--- src/rtl/mult_iter_if.sv ---
// rtl/mult_iter_if.sv - EX-stage request/result bundle for mult_iter
// master = EX stage issuing operations, slave = the multiplier.
interface mult_iter_if #(
  parameter int WIDTH = 32
);
  logic             enable_i;
  logic [2:0]       operator_i;
  logic [1:0]       short_signed_i;
  logic [WIDTH-1:0] op_a_i;
  logic [WIDTH-1:0] op_b_i;
  logic             ex_ready_i;
  logic [WIDTH-1:0] result_o;
  logic             ready_o;
  logic             mulh_active_o;

  modport master (
    output enable_i, operator_i, short_signed_i, op_a_i, op_b_i, ex_ready_i,
    input  result_o, ready_o, mulh_active_o
  );

  modport slave (
    input  enable_i, operator_i, short_signed_i, op_a_i, op_b_i, ex_ready_i,
    output result_o, ready_o, mulh_active_o
  );
endinterface

--- src/rtl/mult_iter.sv ---
// rtl/mult_iter.sv - iterative integer multiplier: 0-cycle MUL low, chunked MULH/MULHSU/MULHU
// High part is built by accumulating op_a * op_b[chunk] over WIDTH/CHUNK cycles.
module mult_iter #(
  parameter int WIDTH = 32,
  parameter int CHUNK = 16
) (
  input logic        clk,
  input logic        rst_n,
  mult_iter_if.slave bus
);

  localparam logic [2:0] MUL_MAC32 = 3'b000;
  localparam logic [2:0] MUL_H     = 3'b110;

  localparam int N     = WIDTH / CHUNK;
  localparam int CW    = (N > 1) ? $clog2(N) : 1;
  localparam int PW    = WIDTH + CHUNK + 2;
  localparam int ACC_W = 2 * WIDTH + 2;

  typedef enum logic [1:0] {
    IDLE,
    ITER,
    FINISH
  } state_e;

  state_e state_q, state_d;

  logic [WIDTH-1:0]        a_q, b_q;
  logic [1:0]              sign_q;
  logic signed [ACC_W-1:0] acc_q;
  logic [CW-1:0]           count_q;

  logic                    accept;
  logic                    last_chunk;
  logic [CHUNK-1:0]        b_chunk;
  logic signed [WIDTH:0]   a_ext;
  logic signed [CHUNK:0]   b_ext;
  logic signed [PW-1:0]    partial;
  logic signed [ACC_W-1:0] contrib;
  logic [WIDTH-1:0]        mul_lo;

  assign mul_lo     = bus.op_a_i * bus.op_b_i;
  assign last_chunk = (count_q == CW'(N - 1));
  assign b_chunk    = CHUNK'(b_q >> (int'(count_q) * CHUNK));

  // Only the most significant chunk of op_b may carry a sign; lower chunks are magnitudes.
  assign a_ext   = {sign_q[0] & a_q[WIDTH-1], a_q};
  assign b_ext   = {sign_q[1] & last_chunk & b_chunk[CHUNK-1], b_chunk};
  assign partial = PW'(a_ext) * PW'(b_ext);
  assign contrib = ACC_W'(partial) <<< (int'(count_q) * CHUNK);

  always_ff @(posedge clk or negedge rst_n) begin
    if (!rst_n) begin
      state_q <= IDLE;
    end else begin
      state_q <= state_d;
    end
  end

  always_comb begin
    state_d      = state_q;
    accept       = 1'b0;
    bus.ready_o  = 1'b1;
    bus.result_o = '0;
    case (state_q)
      IDLE: begin
        if (bus.enable_i) begin
          if (bus.operator_i == MUL_MAC32) begin
            bus.result_o = mul_lo;
          end else if (bus.operator_i == MUL_H) begin
            accept      = 1'b1;
            bus.ready_o = 1'b0;
            state_d     = ITER;
          end
        end
      end
      ITER: begin
        bus.ready_o = 1'b0;
        if (last_chunk) begin
          state_d = FINISH;
        end
      end
      FINISH: begin
        bus.result_o = acc_q[2*WIDTH-1:WIDTH];
        if (bus.ex_ready_i) begin
          state_d = IDLE;
        end
      end
      default: state_d = IDLE;
    endcase
  end

  assign bus.mulh_active_o = (state_q != IDLE);

  always_ff @(posedge clk or negedge rst_n) begin
    if (!rst_n) begin
      a_q     <= '0;
      b_q     <= '0;
      sign_q  <= '0;
      acc_q   <= '0;
      count_q <= '0;
    end else if (accept) begin
      a_q     <= bus.op_a_i;
      b_q     <= bus.op_b_i;
      sign_q  <= bus.short_signed_i;
      acc_q   <= '0;
      count_q <= '0;
    end else if (state_q == ITER) begin
      acc_q   <= acc_q + contrib;
      count_q <= count_q + CW'(1);
    end
  end

endmodule

--- src/flat_wrapper.sv ---
// flat-port wrapper written by rule: the top's interface ports become plain ports
module mult_iter_flat 
#(
  parameter int WIDTH = 32,
  parameter int CHUNK = 16
)
  (clk, rst_n, bus_enable_i, bus_operator_i, bus_short_signed_i, bus_op_a_i, bus_op_b_i, bus_ex_ready_i, bus_result_o, bus_ready_o, bus_mulh_active_o);
  mult_iter_if #(.WIDTH(WIDTH)) bus_i ();
  input logic clk;
  input logic rst_n;
  input wire logic [$bits(bus_i.enable_i)-1:0] bus_enable_i;
  input wire logic [$bits(bus_i.operator_i)-1:0] bus_operator_i;
  input wire logic [$bits(bus_i.short_signed_i)-1:0] bus_short_signed_i;
  input wire logic [$bits(bus_i.op_a_i)-1:0] bus_op_a_i;
  input wire logic [$bits(bus_i.op_b_i)-1:0] bus_op_b_i;
  input wire logic [$bits(bus_i.ex_ready_i)-1:0] bus_ex_ready_i;
  output wire logic [$bits(bus_i.result_o)-1:0] bus_result_o;
  output wire logic [$bits(bus_i.ready_o)-1:0] bus_ready_o;
  output wire logic [$bits(bus_i.mulh_active_o)-1:0] bus_mulh_active_o;
  assign bus_i.enable_i = bus_enable_i;
  assign bus_i.operator_i = bus_operator_i;
  assign bus_i.short_signed_i = bus_short_signed_i;
  assign bus_i.op_a_i = bus_op_a_i;
  assign bus_i.op_b_i = bus_op_b_i;
  assign bus_i.ex_ready_i = bus_ex_ready_i;
  assign bus_result_o = bus_i.result_o;
  assign bus_ready_o = bus_i.ready_o;
  assign bus_mulh_active_o = bus_i.mulh_active_o;
  mult_iter #(.WIDTH(WIDTH), .CHUNK(CHUNK)) u_core (.clk(clk), .rst_n(rst_n), .bus(bus_i));
endmodule
--- config.mk ---
export PLATFORM = sky130hd
export DESIGN_NAME = mult_iter_flat
export DESIGN_NICKNAME = d
export VERILOG_FILES = /design/src/rtl/mult_iter_if.sv /design/src/rtl/mult_iter.sv /design/src/flat_wrapper.sv
export SDC_FILE = /design/constraint.sdc
export NUM_CORES = 2
export LEC_CHECK = 0
export CORE_ASPECT_RATIO = 0.8
export CORE_MARGIN = 5
export CORE_UTILIZATION = 55
export DETAILED_ROUTE_END_ITERATION = 10
export PLACE_DENSITY_LB_ADDON = 0.15
export SLEW_MARGIN = 20
export SYNTH_ARGS = -nofsm -noshare
export SYNTH_HDL_FRONTEND = slang
export SYNTH_SLANG_ARGS = --single-unit
--- constraint.sdc ---
create_clock -name clk -period 12.69 [get_ports clk]
set_clock_uncertainty 0.05 [all_clocks]
set_input_delay 1.269 -clock clk [delete_from_list [all_inputs] [get_ports clk]]
set_output_delay 1.269 -clock clk [all_outputs]
set_load 0.01 [all_outputs]
==> Yosys cells after proc, flatten, opt, wreduce, memory -nomap -nowiden <==
Cells that the tools add are included.
{ "classes": {"add_sub_neg": 2, "n_mul": 2, "eq_ne": 8, "shift": 2, "muxes": 21, "n_bitwise": 3, "n_reduce_logical": 5} }
{ "ops": {"columns": ["op", "count"], "rows": [
  ["$mux W66", 2],
  ["$add A66 B66 Y66", 1],
  ["$sshl A50 B5 Y66", 1],
  ["$mux W32", 2],
  ["$pmux W32 S2", 1],
  ["$mul A33 B17 Y50", 1],
  ["$mul A32 B32 Y32", 1],
  ["$shr A32 B5 Y16", 1],
  ["$mux W2", 5],
  ["$mux W1", 9],
  ["$ne A2 B2 Y1 const B", 3],
  ["$pmux W2 S3", 1],
  ["$reduce_and A5 Y1", 1],
  ["$ne A2 B1 Y1 const B", 2],
  ["$reduce_bool A2 Y1", 2],
  ["$and A1 B1 Y1", 3],
  ["$eq A3 B3 Y1 const B", 1],
  ["$logic_not A3 Y1", 1],
  ["$eq A2 B1 Y1 const B", 1],
  ["$eq A2 B2 Y1 const B", 1],
  ["$logic_not A2 Y1", 1],
  ["$pmux W1 S2", 1],
  ["$add A1 B1 Y1 const B", 1]
]} }
{ "word_totals": {"ff_bits": 135, "input_bits": 73, "out_inout_bits": 34, "wordCells": 49} }

==> Logic depth before layout (Yosys ltp) <==
{ "depth": {"ltp_word": 7, "depth_mapped": 42, "ltp_nobuf": 40} }

==> Worst setup path after synthesis <==
No wires, ideal clock.
{ "synth_timing": {"kind": "register -> register", "startpoint": "reg u_core.count_q", "endpoint": "reg u_core.acc_q[63]", "setup_time_ps": 124, "arrival_time_ps": 9868, "t_required_ps": 12516, "path_slack_ps": 2648, "stages_incl_launch_ff": 39, "path_buffers": 5, "synth_period_minus_slack_ps": 10042, "path_cell_list": "dfrtp_1 -> buf_1 -> buf_1 -> clkbuf_1 -> mux2_2 -> clkbuf_1 -> nand2_1 -> fa_1 -> inv_1 -> fa_1 -> fa_1 -> fa_1 -> fa_1 -> inv_1 -> fa_1 -> inv_1 -> ha_1 -> clkbuf_1 -> [3 not listed] -> a31o_2 -> a21bo_1 -> a21o_1 -> a21o_1 -> a221o_1 -> a21oi_1 -> xor2_1 -> mux2i_1 -> ha_1 -> nand3_1 -> nor3_1 -> nand4_1 -> o21ai_2 -> a2111oi_2 -> o31a_2 -> a211o_1 -> and3_1 -> a211o_1"} }
{ "synth_between": {"elab_chain_cells": 7, "elab_cells_between_ends": 8, "classes_between": "add/sub: 1; mul: 1; shift: 2; mux: 2; bitwise: 2"} }
{ "synth_rtl": {"columns": ["element", "line", "text"], "rows": [
  ["start, declared", "mult_iter.sv:31", "logic [CW-1:0] count_q;"],
  ["start signal, assigned", "mult_iter.sv:110", "count_q <= count_q + CW'(1);"],
  ["$shr A32 B5 Y16 / $and A1 B1 Y1 (equally long branches)", "mult_iter.sv:44, mult_iter.sv:48", null],
  ["$and A1 B1 Y1", "mult_iter.sv:48", "assign b_ext = {sign_q[1] & last_chunk & b_chunk[CHUNK-1], b_chunk};"],
  ["$mul A33 B17 Y50", "mult_iter.sv:49", "assign partial = PW'(a_ext) * PW'(b_ext);"],
  ["$sshl A50 B5 Y66 *", "mult_iter.sv:50", "assign contrib = ACC_W'(partial) <<< (int'(count_q) * CHUNK);"],
  ["$add A66 B66 Y66 *", "mult_iter.sv:109", "acc_q <= acc_q + contrib;"],
  ["$mux W66 *", "mult_iter.sv:108", "end else if (state_q == ITER) begin"],
  ["$mux W66 *", "mult_iter.sv:102", "end else if (accept) begin"],
  ["end signal, assigned", "mult_iter.sv:109", null],
  ["end, declared", "mult_iter.sv:30", "logic signed [ACC_W-1:0] acc_q;"]
]} }
Mark *: on every way between the ends. The rest lies on a longest branch, timed or not. The select of a mux whose other input is x is not followed.
A chain may end at the register's enable or synchronous reset.

==> Worst setup path after layout <==
{ "layout_timing": {"startpoint": "in bus_op_b_i[2]", "endpoint": "out bus_result_o[31]"} }
{ "layout_between": {"elab_chain_cells": 4} }
{ "layout_rtl": {"columns": ["element", "line", "text"], "rows": [
  ["start, declared", "flat_wrapper.sv:15", "input wire logic [$bits(bus_i.op_b_i)-1:0] bus_op_b_i;"],
  ["$mul A32 B32 Y32", "mult_iter.sv:42", "assign mul_lo = bus.op_a_i * bus.op_b_i;"],
  ["$mux W32", "mult_iter.sv:68", "if (bus.operator_i == MUL_MAC32) begin"],
  ["$mux W32", "mult_iter.sv:67", "if (bus.enable_i) begin"],
  ["$pmux W32 S2", "mult_iter.sv:65", "case (state_q)"],
  ["end, declared", "flat_wrapper.sv:17", "output wire logic [$bits(bus_i.result_o)-1:0] bus_result_o;"]
]} }
Every way passes these cells.

==> metrics.md <==
| Metric | Value |
|---|---|
| Distinct cells, synth | slightly above 70 |
| Multiplexer share of the synthesized area | 0.0237 |
| Post-synthesis register bit count | approximately 130 |
| Synthesized cell area | roughly 0.044 mm2 |
| Root Buffer | clkbuf_16 |
| Clock transition at the registers of the reported paths | 70 ps |
| Worst-Skew Late Latency | roughly 450 ps |
| Startpoint types | input pin |
| Complex-gate fraction of the synthesized area | 0.0774 |
| Max-cap violations | 0 |
| DRC Markers | 0 |
| Die H | approximately 260 um |
| Yosys top cell area share | 0.427 |
| Drt wl/cell | 21.5 um |
| Period utilisation layout | 0.902 |
| All-layer global routing usage | 0.314 |
| Clk buf depth | 2 |
| Crit-path max FO | 19 |
| Pin count of the biggest net entering global routing | about 80 |
| Syn_nets | between 6000 and 7000 |
| Main synth FF type | dfrtp_1 |
| WS Path Type | in2out |
| Relative slew slack | 0.186 |
| Post-Synth Simple-Gate Area | 0.151 |
| Final #Nets | ~6300 |
| RSZ-0062 raised after global routing | no |
| Post-place instance area | 0.0462 mm2 |
| Crit path DAT | approximately 10000 ps |
| CTS tree | built |
| Crit path required time | roughly 11000 ps |
| Period minus WS final | between 10000 and 15000 ps |
| Final slew viol count | 0 |
| Die width | approximately 330 um |
| # setup viols final | 0 |
| Resized cells post-CTS | 0 |
| Vias per cell | around 5.6 |
| Post-CTS Setup Bufs | 0 |
| Area grow syn2layout | 5.67% |
| Buffers on Ports | 106 |
| Adder-cell share of the synthesized area | 0.515 |
| Vias in the first global route | approximately 36000 |
| Starting Density | 0.552 |
| DRT Pass-1 Iters | 8 |
| Starting DRC count in detailed routing | 3238 |
| DRT antenna net count | 0 |
| Share of layout cells above drive strength 1 | 0.0424 |
| I/O pins | approximately 110 |
| Critical Path Sink Type | output pin |
| Largest family of logic cells by synthesized area | adder cells |
| Seq/Total Area, Yosys | 0.0752 |
| Synth Warn # | 0 |
| Post-Syn Area per Cell | roughly 8.7 um2 |
| Asr flop ratio synth | 1.00 |
| Post-synth EDFFs | 0 |
| Top delay family on crit path | adder cells |
| Setup_tns | 0 ps |
| H-tree depth | 4 |
| Core Area | 0.0802 mm2 |
| Hold Vio Cnt, Final | 0 |
| Synthesized instance count | 5080 |
| Global route total overflow | 0 |
| Xor/xnor share of the synthesized area | 0.0380 |
| Global-route wire length before repair | between 200 and 250 mm |
| Largest area contributor in the netlist | fa_1 |
| Via count | around 34000 |
| Filler Cell Count | ~7300 |
| Slowest-stage cell, CP | clkdlybuf4s50_1 |
| GP Congestion | about 0.99 |
| Worst-margin pin slew | around 1200 ps |
| CP peak stage delay | 1160 ps |
| Fmax | a little under 90 MHz |
| Most common cell on crit path | fa_1 |
| Die ar. | ~0.086 mm2 |
| Post-CTS Hold Buffers | 0 |
| Top cells by area, synth | fa_1, inv_1, ha_1 |
| Initial antenna violation count | 14 |
| Hpwl dp | about 110 mm |
| Buffers & Inverters on Critical Path | 6 |
| Hold Crit Class | reg2reg |
| Status | finished, final reports clean |
| Num CTS Buffers | 17 |
| Num rows | a little over 90 |
| Final instance area | around 0.047 mm2 |
| Final wirelength | ~130 mm |
| Clk sinks | 133 |
through the flow:
step	cells	utilization	hold WS (ps)	setup slack (ps)
2_1_floorplan	5080	-	405	2650
3_3_place_gp	6032	0.576	422	1400
3_5_place_dp	6032	0.576	431	1400
4_1_cts	6063	0.584	446	1350
5_1_grt	6063	0.583	460	755
6_report	6069	0.583	442	1250
registers in the layout (all words and copies together) (netlist names):
register / flops
u_core.sign_q: 2
u_core.b_q: 32
u_core.state_q: 2
u_core.acc_q: 64
u_core.a_q: 32
u_core.count_q: 1
logic make-up after synthesis:
logic type,count (synthesis)
xor+xnor,192
simple gates,1464
mux,94
fa+ha+maj,1254
buf+inv,1416
flops,133
compound gates,527
cells in the final DEF, fill, tap and decap left out, types with 6 or more instances in the layout:
cell	n
xnor2_1	126
nor3_1	16
mux2i_1	7
clkbuf_16	17
a22o_1	36
a31oi_1	20
inv_1	1159
clkdlybuf4s50_1	100
o21ai_0	135
nand2_1	883
a211o_1	6
and3_1	17
nand4_1	14
o21bai_1	20
o21a_1	9
o31ai_1	7
mux2_2	85
a21o_1	74
nand3_1	29
diode_2	6
nand2b_1	15
nor2_1	93
or3_1	9
a21oi_1	132
xor2_1	66
dfrtp_1	132
a211oi_1	13
or2_2	9
ha_1	309
and2_1	286
buf_4	57
o211ai_1	9
nor2b_1	74
fa_1	945
synth_stat cells (4+ instances only):
| cell type | instances |
|---|---|
| inv_1 | 1159 |
| fa_1 | 945 |
| nand2_1 | 884 |
| ha_1 | 309 |
| and2_1 | 286 |
| clkbuf_1 | 232 |
| o21ai_0 | 135 |
| dfrtp_1 | 133 |
| a21oi_1 | 132 |
| xnor2_1 | 126 |
| nor2_1 | 93 |
| mux2_2 | 85 |
| nor2b_1 | 76 |
| a21o_1 | 74 |
| xor2_1 | 66 |
| a22o_1 | 36 |
| nand3_1 | 29 |
| buf_1 | 24 |
| o21bai_1 | 21 |
| a31oi_1 | 20 |
| and3_1 | 17 |
| nor3_1 | 17 |
| nand2b_1 | 16 |
| nand4_1 | 14 |
| a211oi_1 | 13 |
| mux2i_1 | 9 |
| o211ai_1 | 9 |
| o21a_1 | 9 |
| or2_2 | 9 |
| or3_1 | 9 |
| o31ai_1 | 7 |
| a211o_1 | 6 |
| a21boi_0 | 5 |
| and4_1 | 5 |
| o22ai_1 | 5 |
| a221o_1 | 4 |
| a31o_2 | 4 |
| o2111ai_1 | 4 |
final cells by class:
class / instances / area (um2) / share of cell area
Multi-Input combinational cell: 3531 / 35700 / 0.763
Inverter: 1159 / 4350 / 0.0930
Sequential cell: 133 / 3330 / 0.0712
Timing Repair Buffer: 164 / 1490 / 0.0317
Tap cell: 1045 / 1310 / 0.0280
Clock buffer: 23 / 468 / 0.0100
Clock inverter: 8 / 149 / 0.00318
Antenna cell: 6 / 15.0 / 0.000321
metal layers:
layer  routed length, um  global-route usage
met3               15100              0.0891
met4                2220              0.0515
met5                  33                   0
met1               58400               0.476
met2               54900               0.459
worst paths after layout:
| path | endpoint | slack (ps) | cells after the start | from |
|---|---|---|---|---|
| setup / recovery | bus_result_o[31] | 1250 | 27 | bus_op_b_i[2] |
| hold / removal | u_core.acc_q[5] | 440 | 2 | u_core.acc_q[5] |
| setup reg to reg | u_core.acc_q[63] | 1260 | 36 | u_core.count_q |
| hold reg to reg | u_core.acc_q[5] | 440 | 2 | u_core.acc_q[5] |
| max in group asynchronous | u_core.a_q[11] | 10450 | 2 | rst_n |
| min in group asynchronous | u_core.acc_q[55] | 830 | 1 | rst_n |
worst register-to-register path: cells and delay by family, from the launching register on:
| family | cells | cell delay, ps |
|---|---|---|
| AND/OR/NAND/NOR | 4 | 560 |
| multiplexers | 2 | 1330 |
| XOR/XNOR | 1 | 300 |
| AO/OA/AOI/OAI | 15 | 4090 |
| buffers and inverters | 6 | 340 |
| adder cells (fa/ha/maj) | 8 | 3830 |
| flip-flops | 1 | 810 |
Power is not shown: default switching activity piles up to over one toggle a cycle in this logic, so the estimate is an artifact.
